[src/rtl/pipeline_defs.sv]
// Shared definitions for the pipeline stall controller: register-zero constant,
// mul/div sequencer state encoding, default latency and the hazard match helper.
package pipeline_defs;

    localparam logic [4:0] REG_ZERO           = 5'd0;
    localparam int         DEFAULT_MD_LATENCY = 32;

    typedef enum logic [1:0] {
        IDLE = 2'd0,
        BUSY = 2'd1,
        DONE = 2'd2
    } md_state_e;

    // A source register only creates a hazard when it is actually read,
    // is not $0, and equals the producer's destination.
    function automatic logic src_match(input logic       uses,
                                       input logic [4:0] src,
                                       input logic [4:0] dest);
        return uses && (src != REG_ZERO) && (src == dest);
    endfunction

endpackage

[src/rtl/muldiv_sequencer.sv]
// Multi-cycle multiply/divide busy sequencer. Launches the unit on an accepted
// request, counts down the latency, then spends one cycle in DONE while HI/LO
// become valid before returning to IDLE.
module muldiv_sequencer
    import pipeline_defs::*;
#(
    parameter int MD_LATENCY = DEFAULT_MD_LATENCY
) (
    input  logic clock,
    input  logic reset,
    input  logic start_req,
    output logic busy,
    output logic done,
    output logic md_start
);

    localparam logic [7:0] LOAD_VALUE = 8'(MD_LATENCY - 1);

    md_state_e  state;
    md_state_e  state_next;
    logic [7:0] count;
    logic [7:0] count_next;

    // State and down-counter registers; reset aborts any operation in flight.
    always_ff @(posedge clock) begin
        if (reset) begin
            state <= IDLE;
            count <= 8'd0;
        end else begin
            state <= state_next;
            count <= count_next;
        end
    end

    // Next-state, counter and launch pulse; no launch is issued while in reset.
    always_comb begin
        state_next = state;
        count_next = count;
        md_start   = 1'b0;
        case (state)
            IDLE: begin
                if (start_req && !reset) begin
                    md_start   = 1'b1;
                    state_next = BUSY;
                    count_next = LOAD_VALUE;
                end
            end
            BUSY: begin
                count_next = count - 8'd1;
                if (count == 8'd1) begin
                    state_next = DONE;
                end
            end
            DONE: begin
                state_next = IDLE;
            end
            default: begin
                state_next = IDLE;
            end
        endcase
    end

    assign busy = (state == BUSY);
    assign done = (state == DONE);

endmodule

[src/rtl/pipeline_stall_controller.sv]
// Central hazard and stall sequencer for the five-stage pipeline. Detects
// load-use, branch-operand and HI/LO hazards, drives PC / IF/ID / ID/EX
// hold and flush controls, owns the mul/div sequencer and counts stall cycles.
module pipeline_stall_controller
    import pipeline_defs::*;
#(
    parameter int MD_LATENCY = DEFAULT_MD_LATENCY,
    parameter int CNT_WIDTH  = 32
) (
    input  logic                 clock,
    input  logic                 reset,
    input  logic [4:0]           id_rs,
    input  logic [4:0]           id_rt,
    input  logic                 id_uses_rs,
    input  logic                 id_uses_rt,
    input  logic                 id_is_branch,
    input  logic                 id_is_muldiv,
    input  logic                 id_reads_hilo,
    input  logic                 branch_taken,
    input  logic                 ex_reg_write,
    input  logic                 ex_mem_read,
    input  logic [4:0]           ex_write_reg,
    input  logic                 mem_mem_read,
    input  logic [4:0]           mem_write_reg,
    output logic                 pc_write,
    output logic                 if_id_write,
    output logic                 if_id_flush,
    output logic                 id_ex_flush,
    output logic                 md_start,
    output logic                 md_busy,
    output logic [CNT_WIDTH-1:0] stall_cycles
);

    logic ex_match;
    logic mem_match;
    logic load_use;
    logic branch_hz;
    logic md_hz;
    logic stall;
    logic start_req;
    logic md_run;
    logic md_done;

    // Hazard detection: a branch needs its operands in ID, so it also waits on
    // ALU results in EX and loads in MEM; everything else only waits on loads in EX.
    always_comb begin
        ex_match  = src_match(id_uses_rs, id_rs, ex_write_reg)
                  | src_match(id_uses_rt, id_rt, ex_write_reg);
        mem_match = src_match(id_uses_rs, id_rs, mem_write_reg)
                  | src_match(id_uses_rt, id_rt, mem_write_reg);
        load_use  = ex_mem_read & ex_match;
        branch_hz = id_is_branch & ((ex_reg_write & ex_match) | (mem_mem_read & mem_match));
        md_hz     = md_busy & (id_reads_hilo | id_is_muldiv);
        stall     = load_use | branch_hz | md_hz;
        start_req = id_is_muldiv & ~stall;
    end

    muldiv_sequencer #(
        .MD_LATENCY(MD_LATENCY)
    ) u_muldiv_sequencer (
        .clock    (clock),
        .reset    (reset),
        .start_req(start_req),
        .busy     (md_run),
        .done     (md_done),
        .md_start (md_start)
    );

    // HI/LO stay pending through DONE, so both states count as busy.
    assign md_busy     = md_run | md_done;
    assign pc_write    = ~stall;
    assign if_id_write = ~stall;
    assign id_ex_flush = stall;
    assign if_id_flush = branch_taken & ~stall;

    // Stall-cycle performance counter, wrapping naturally at its width.
    always_ff @(posedge clock) begin
        if (reset) begin
            stall_cycles <= '0;
        end else if (stall) begin
            stall_cycles <= stall_cycles + CNT_WIDTH'(1);
        end
    end

endmodule

[config.mk]
export PLATFORM = sky130hd
export DESIGN_NAME = pipeline_stall_controller
export DESIGN_NICKNAME = d
export VERILOG_FILES = /design/src/rtl/pipeline_defs.sv /design/src/rtl/muldiv_sequencer.sv /design/src/rtl/pipeline_stall_controller.sv
export SDC_FILE = /design/constraint.sdc
export NUM_CORES = 1
export LEC_CHECK = 0
export CORE_MARGIN = 2
export CORE_UTILIZATION = 44
export CTS_BUF_LIST = sky130_fd_sc_hd__clkbuf_4
export DETAILED_ROUTE_END_ITERATION = 16
export GPL_TIMING_DRIVEN = 0
export PLACE_DENSITY = 0.78
export SLEW_MARGIN = 30
export SYNTH_ARGS = -nofsm -noshare
export SYNTH_HDL_FRONTEND = slang
export SYNTH_SLANG_ARGS = --single-unit
[constraint.sdc]
create_clock -name clock -period 2.1 [get_ports clock]
set_input_delay 0.42 -clock clock [delete_from_list [all_inputs] [get_ports clock]]
set_output_delay 0.42 -clock clock [all_outputs]
set_load 0.01 [all_outputs]
### After elaboration in Yosys (flattened, before gate mapping)

Index checks and enable logic that the tools add are counted.

| operators by class | value |
|---|---|
| add/subtract/negate cells | 2 |
| reductions and logical operators | 14 |
| multiplexer cells | 7 |
| bitwise logic cells | 15 |
| equality and inequality tests | 9 |

Operators by type and width:

| kind | number |
|---|---|
| adder 32 x 1 -> 32 bit (second input constant) | 1 |
| equality test 5 bit | 4 |
| case mux 8 bit (2 select lines) | 1 |
| nonzero test 5 bit | 2 |
| equality test 8 x 1 -> 1 bit (second input constant) | 1 |
| two-way mux 8 bit | 1 |
| subtractor 8 x 1 -> 8 bit (second input constant) | 1 |
| AND 1 bit | 7 |
| logical AND 1 bit | 7 |
| OR 1 bit | 7 |
| two-way mux 2 bit | 2 |
| inequality test 2 x 1 -> 1 bit (second input constant) | 2 |
| case mux 2 bit (2 select lines) | 1 |
| AND reduction 2 bit | 2 |
| equality test 2 x 1 -> 1 bit (second input constant) | 1 |
| equality test 2 bit (second input constant) | 1 |
| zero test 2 bit | 1 |
| two-way mux 1 bit | 2 |
| nonzero test 2 bit | 1 |
| zero test 1 bit | 1 |
| NOT 1 bit | 1 |

| storage, ports and cells | value |
|---|---|
| bits in registers | 42 |
| input bits | 31 |
| output and inout port bits | 38 |
| logic and storage cells | 50 |

### Depth between registers and ports, before layout

| depth | value |
|---|---|
| word-level depth | 14 |
| gate-level depth with buffers | 10 |
| depth with buffers taken out | 8 |

### Cells and area by module

A second synthesis with hierarchy kept.

| unflattened totals | value |
|---|---|
| cell total of the unflattened synthesis | 300 |
| area total of the unflattened synthesis | 2524.9 µm² |

Modules (own cells, without submodules):

| module | cells each | area each (µm²) | seq. area each (µm²) | times used |
|---|---|---|---|---|
| pipeline_stall_controller | 240 | 1925.6 | 640.6 | 1 |
| muldiv_sequencer | 60 | 599.3 | 200.2 | 1 |

### Worst setup path before layout

No wires, ideal clock.

| path | value |
|---|---|
| path type | input to output |
| from | input id_rt[1] |
| to | output md_start |
| data arrival time | 1.943 ns |
| cell stages on the path | 7 |
| path buffers | 2 |
| data required time | 1.680 ns |
| setup slack | -0.263 ns |
| path through | or4_1 o21ai_1 o221a_1 buf_4 clkbuf_1 nand2_1 nor2_1 |

| between the ends | value |
|---|---|
| word-level cells in the longest chain between the ends | 14 |
| elaborated cells between the ends (all ways) | 20 |
| those cells by class | eq/ne: 2; mux: 2; bitwise: 11; reduce/logical: 5 |

RTL lines:

| what | line | source |
|---|---|---|
| from (decl) | pipeline_stall_controller.sv:13 | `input logic [4:0] id_rt,` |
| nonzero test 5 bit | pipeline_defs.sv:19 | `return uses && (src != REG_ZERO) && (src == dest);` |
| logical AND 1 bit (2 in a row) | pipeline_defs.sv:19 |  |
| OR 1 bit (on tied branches) | pipeline_stall_controller.sv:48, pipeline_stall_controller.sv:50 |  |
| AND 1 bit | pipeline_stall_controller.sv:52 | `branch_hz = id_is_branch & ((ex_reg_write & ex_match) \| (mem_mem_read & mem_match));` |
| OR 1 bit | pipeline_stall_controller.sv:52 |  |
| AND 1 bit | pipeline_stall_controller.sv:52 |  |
| OR 1 bit (*) (2 in a row) | pipeline_stall_controller.sv:54 | `stall = load_use \| branch_hz \| md_hz;` |
| NOT 1 bit (*) | - |  |
| named net if_id_write | pipeline_stall_controller.sv:26 | `output logic if_id_write,` |
| AND 1 bit (*) | pipeline_stall_controller.sv:55 | `start_req = id_is_muldiv & ~stall;` |
| logical AND 1 bit (*) | muldiv_sequencer.sv:42 | `if (start_req && !reset) begin` |
| two-way mux 1 bit (*) | muldiv_sequencer.sv:42 |  |
| two-way mux 1 bit (*) | muldiv_sequencer.sv:40 | `case (state)` |
| to (decl) | pipeline_stall_controller.sv:29 | `output logic md_start,` |

Mark *: on every way through the listed nets, which the timed path passes. The rest lies on a longest branch.

### Worst setup path in the final report

| path | value |
|---|---|
| from | input id_rt[0] |
| to | output if_id_flush |

| between the ends | value |
|---|---|
| word-level cells in the longest chain between the ends | 11 |
| elaborated cells between the ends (all ways) | 17 |
| those cells by class | eq/ne: 2; bitwise: 11; reduce/logical: 4 |

RTL lines:

| what | line | source |
|---|---|---|
| nonzero test 5 bit | pipeline_defs.sv:19 |  |
| logical AND 1 bit (2 in a row) | pipeline_defs.sv:19 |  |
| OR 1 bit (on tied branches) | pipeline_stall_controller.sv:48, pipeline_stall_controller.sv:50 |  |
| AND 1 bit | pipeline_stall_controller.sv:52 |  |
| OR 1 bit | pipeline_stall_controller.sv:52 |  |
| AND 1 bit | pipeline_stall_controller.sv:52 |  |
| OR 1 bit (*) (2 in a row) | pipeline_stall_controller.sv:54 |  |
| NOT 1 bit (*) | pipeline_stall_controller.sv:74 | `assign if_id_flush = branch_taken & ~stall;` |
| AND 1 bit (*) | pipeline_stall_controller.sv:74 |  |
| to (decl) | pipeline_stall_controller.sv:27 | `output logic if_id_flush,` |

Every way passes the cells marked *; elsewhere a longest branch is shown, timed or not.

==> out/results.txt <==
compound-gate portion of the synthesized area: 0.0940
Slew HR: 0.567
max-slew violations: 0
Die W: 77.4 um
GRT Total Usage: 0.220
post-DP HPWL: 4430 um
cell taking the most area after synthesis: dfxtp_1
share of the synthesized area in the top cell type: 0.355
Clock Latency Late Sink: 340 ps
reg2reg start: stall_cycles[3]
Synth Area in XOR/XNOR: 0.177
Core ar.: 0.00514 sq mm
crit end category: output pin
min-delay src: u_muldiv_sequencer.count[6]
mux share of post-synthesis cell area: 0.00422
Num CTS Buffers: 5
IO Pins: 69
Final TNS setup: -1220 ps
Crit Path Max Fanout: 6
FILL cells: 412
EDFF count, synth: 0
Hold Crit Endpoint: u_muldiv_sequencer.count[6]
RSZ-0062 raised after global routing: yes
worst r2r path cells: 7
CTS tree: yes
CP Buf/Inv Count: 3
Initial DRC Count: 241
dpl ws: -1260 ps
Max Freq: 440 MHz
Worst Setup Slack, final: -173 ps
layout cells sized above 1: 0.275
worst path required time: 1680 ps
die area: 0.00599 sq mm
max_cap viols: 0
DRC violations left: 0
pin count of the biggest net entering global routing: 13
Final Instance Area: 0.00360 sq mm
pwr dens: 954 mW/mm^2
final critical path time including I/O delays and setup: 2270 ps
mean post-synth cell area: 8.26 sq um
clk root buf: clkbuf_4
Mapped Nets: 324
WHS Path Cells: 1
crit-path cells: clkdlybuf4s15_2 -> xor2_1 -> nor4_1 -> a22oi_1 -> o221a_4 -> clkbuf_16 -> and2_4 -> buf_6
CP startpoint kind: input port
Post-Synth Simple-Gate Area: 0.293
drt via density: 5.50
Leak: 1.40 nW
initial antenna violation count: 0
Crit Reg-Reg Endpoint: stall_cycles[20]
Final Hold Viols: 0
final setup fails: 13
H-Tree Depth: 2
worst path arrival time: 1850 ps
fraction of registers with async set/reset: 0
Crit path max-delay family: buffers and inverters
WL final: 6750 um
vias in the first global route: 2380
CTS Hold Buffers Added: 0
first drt pass iteration count: 4
Synth Register Bits: 42
VDD IR max: 0.426 mV
clock transition at the registers of the reported paths: 130 ps
clock buffer depth: 2
Die Y: 77.4 um
initial core utilization: 0.461
hold_ws: 479 ps
status: finished, violations left
distinct cell type count after synthesis: 44
Synth area leaders: dfxtp_1, xor2_1, nor2_1
final worst-path cycle share: 1.08
# diodes: 0
port buffer count: 67
GPL Wtd Cong: 0.821
most frequent cells in the layout: nor2_1, clkdlybuf4s50_1, dfxtp_1
first-pass GRT wire length: 10900 um
Min-Delay Path Class: flop to flop
total congestion overflow: 0
Placed Instance Area: 0.00317 sq mm
vias post-DR: 2443
FF-to-FF setup slack: -50 ps
area grow syn2layout: 51.8%
sequential fraction of the synthesis area: 0.355
slowest cell delay on critical path: 330 ps
post-synthesis cell area: 0.00237 sq mm
failing checks: negative setup slack
Syn Inst Count: 287
Crit-path slowest cell: o221a_4
yosys warns: 0
row count: 26
main combinational cell family by area after synthesis: simple AND/OR/NAND/NOR gates
Total Nets Final: 411
dominant synthesized flop cell: dfxtp_1
WS Path Type: input port to output pin
remaining antenna violation count: 0
adder-cell share of the synthesized area: 0.0317
wire per inst: 15.2 um
Worst Tran Pin Value: 650 ps
clk sinks: 42
clock skew: 14.7 ps
## through the flow
stage               utilization  cells  power [W]
floorplan                     -    287    0.00194
global placement          0.618    424    0.00237
detailed placement        0.618    424    0.00239
CTS                       0.670    442    0.00330
global route              0.700    444    0.00365
finish                    0.700    444    0.00343
## repair_timing
| item | CTS | global route |
|---|---|---|
| pin swaps | 29 | 22 |
| gates resized for setup | 148 | 35 |
| buffers inserted | 11 | 6 |
| setup endpoints to repair | 47 | 41 |
## worst reg2reg max path, cell delays in order, from the launching register on
cell	delay, ps
dfxtp_2	390
and4_4	270
and3_4	220
and3_4	250
nand2_4	120
or4b_4	580
xor2_2	150
nor2_1	50
## area by class of cell
| cell class | instances | area (sq um) | area share |
|---|---|---|---|
| Buffer | 11 | 88.8 | 0.0247 |
| Clock buffer | 5 | 37.5 | 0.0104 |
| Clock inverter | 2 | 33.8 | 0.00939 |
| Inverter | 10 | 50.0 | 0.0139 |
| Multi-Input combinational cell | 221 | 1680 | 0.466 |
| Sequential cell | 42 | 853 | 0.237 |
| Tap cell | 70 | 87.6 | 0.0243 |
| Timing Repair Buffer | 83 | 772 | 0.215 |
## where the power goes
part,internal (W),total [W],leakage [nW],switching [W]
sequential,0.000887,0.000960,0.345,0.0000732
clock,0.000241,0.000501,0.0387,0.000260
combinational,0.000950,0.00197,1.02,0.00102
## worst max path at each step
stage	from	depth (start not counted)	slack, ps	endpoint
floorplan	id_rt[1]	8	-70	u_muldiv_sequencer.count[6]
global placement	id_rt[1]	8	-1250	id_ex_flush
detailed placement	id_rs[1]	8	-1260	id_ex_flush
CTS	id_rt[4]	9	-230	md_start
global route	ex_write_reg[4]	8	-240	if_id_flush
finish	id_rt[0]	8	-170	if_id_flush
## kinds of logic (layout without fill, tap and decap cells)
family                     after synthesis  in the layout
and+or+nand+nor                        131            131
buffers and inverters                   24            111
xor gates and xnor gates                48             48
DFF                                     42             42
muxes                                    1              1
adders and majority gates                6              6
AOI/OAI and AO/OA                       35             35
## Yosys cell counts (2+ instances only)
library cell  count
a211oi_1          2
a21oi_1           7
a221oi_1          4
a22oi_1           2
and2_1            3
and3_1            4
and4_1            3
buf_2             2
buf_4             2
clkbuf_1          9
dfxtp_1          42
ha_1              6
inv_1             9
nand2_1          18
nand2b_1          3
nand3_1          11
nand4_1          15
nand4b_1          2
nor2_1           37
nor3_1            9
nor4_1            8
o21ai_0          10
o21ai_1           4
or3_1             5
or4_1             4
or4b_1            2
xnor2_1          13
xor2_1           35
## layer usage
metal / GRT usage / vias to the layer above / wire, um
li1: - / 1181 / -
met1: 0.264 / 1171 / 2770
met2: 0.392 / 83 / 3540
met3: 0.0488 / 8 / 369
met4: 0.0679 / 0 / 68
met5: 0 / - / 0
## registers in the layout (all words and copies together), names as in the netlist
signal / cells
stall_cycles: 32
u_muldiv_sequencer.count: 8
u_muldiv_sequencer.state: 2
(Power assumes the default switching activity.)
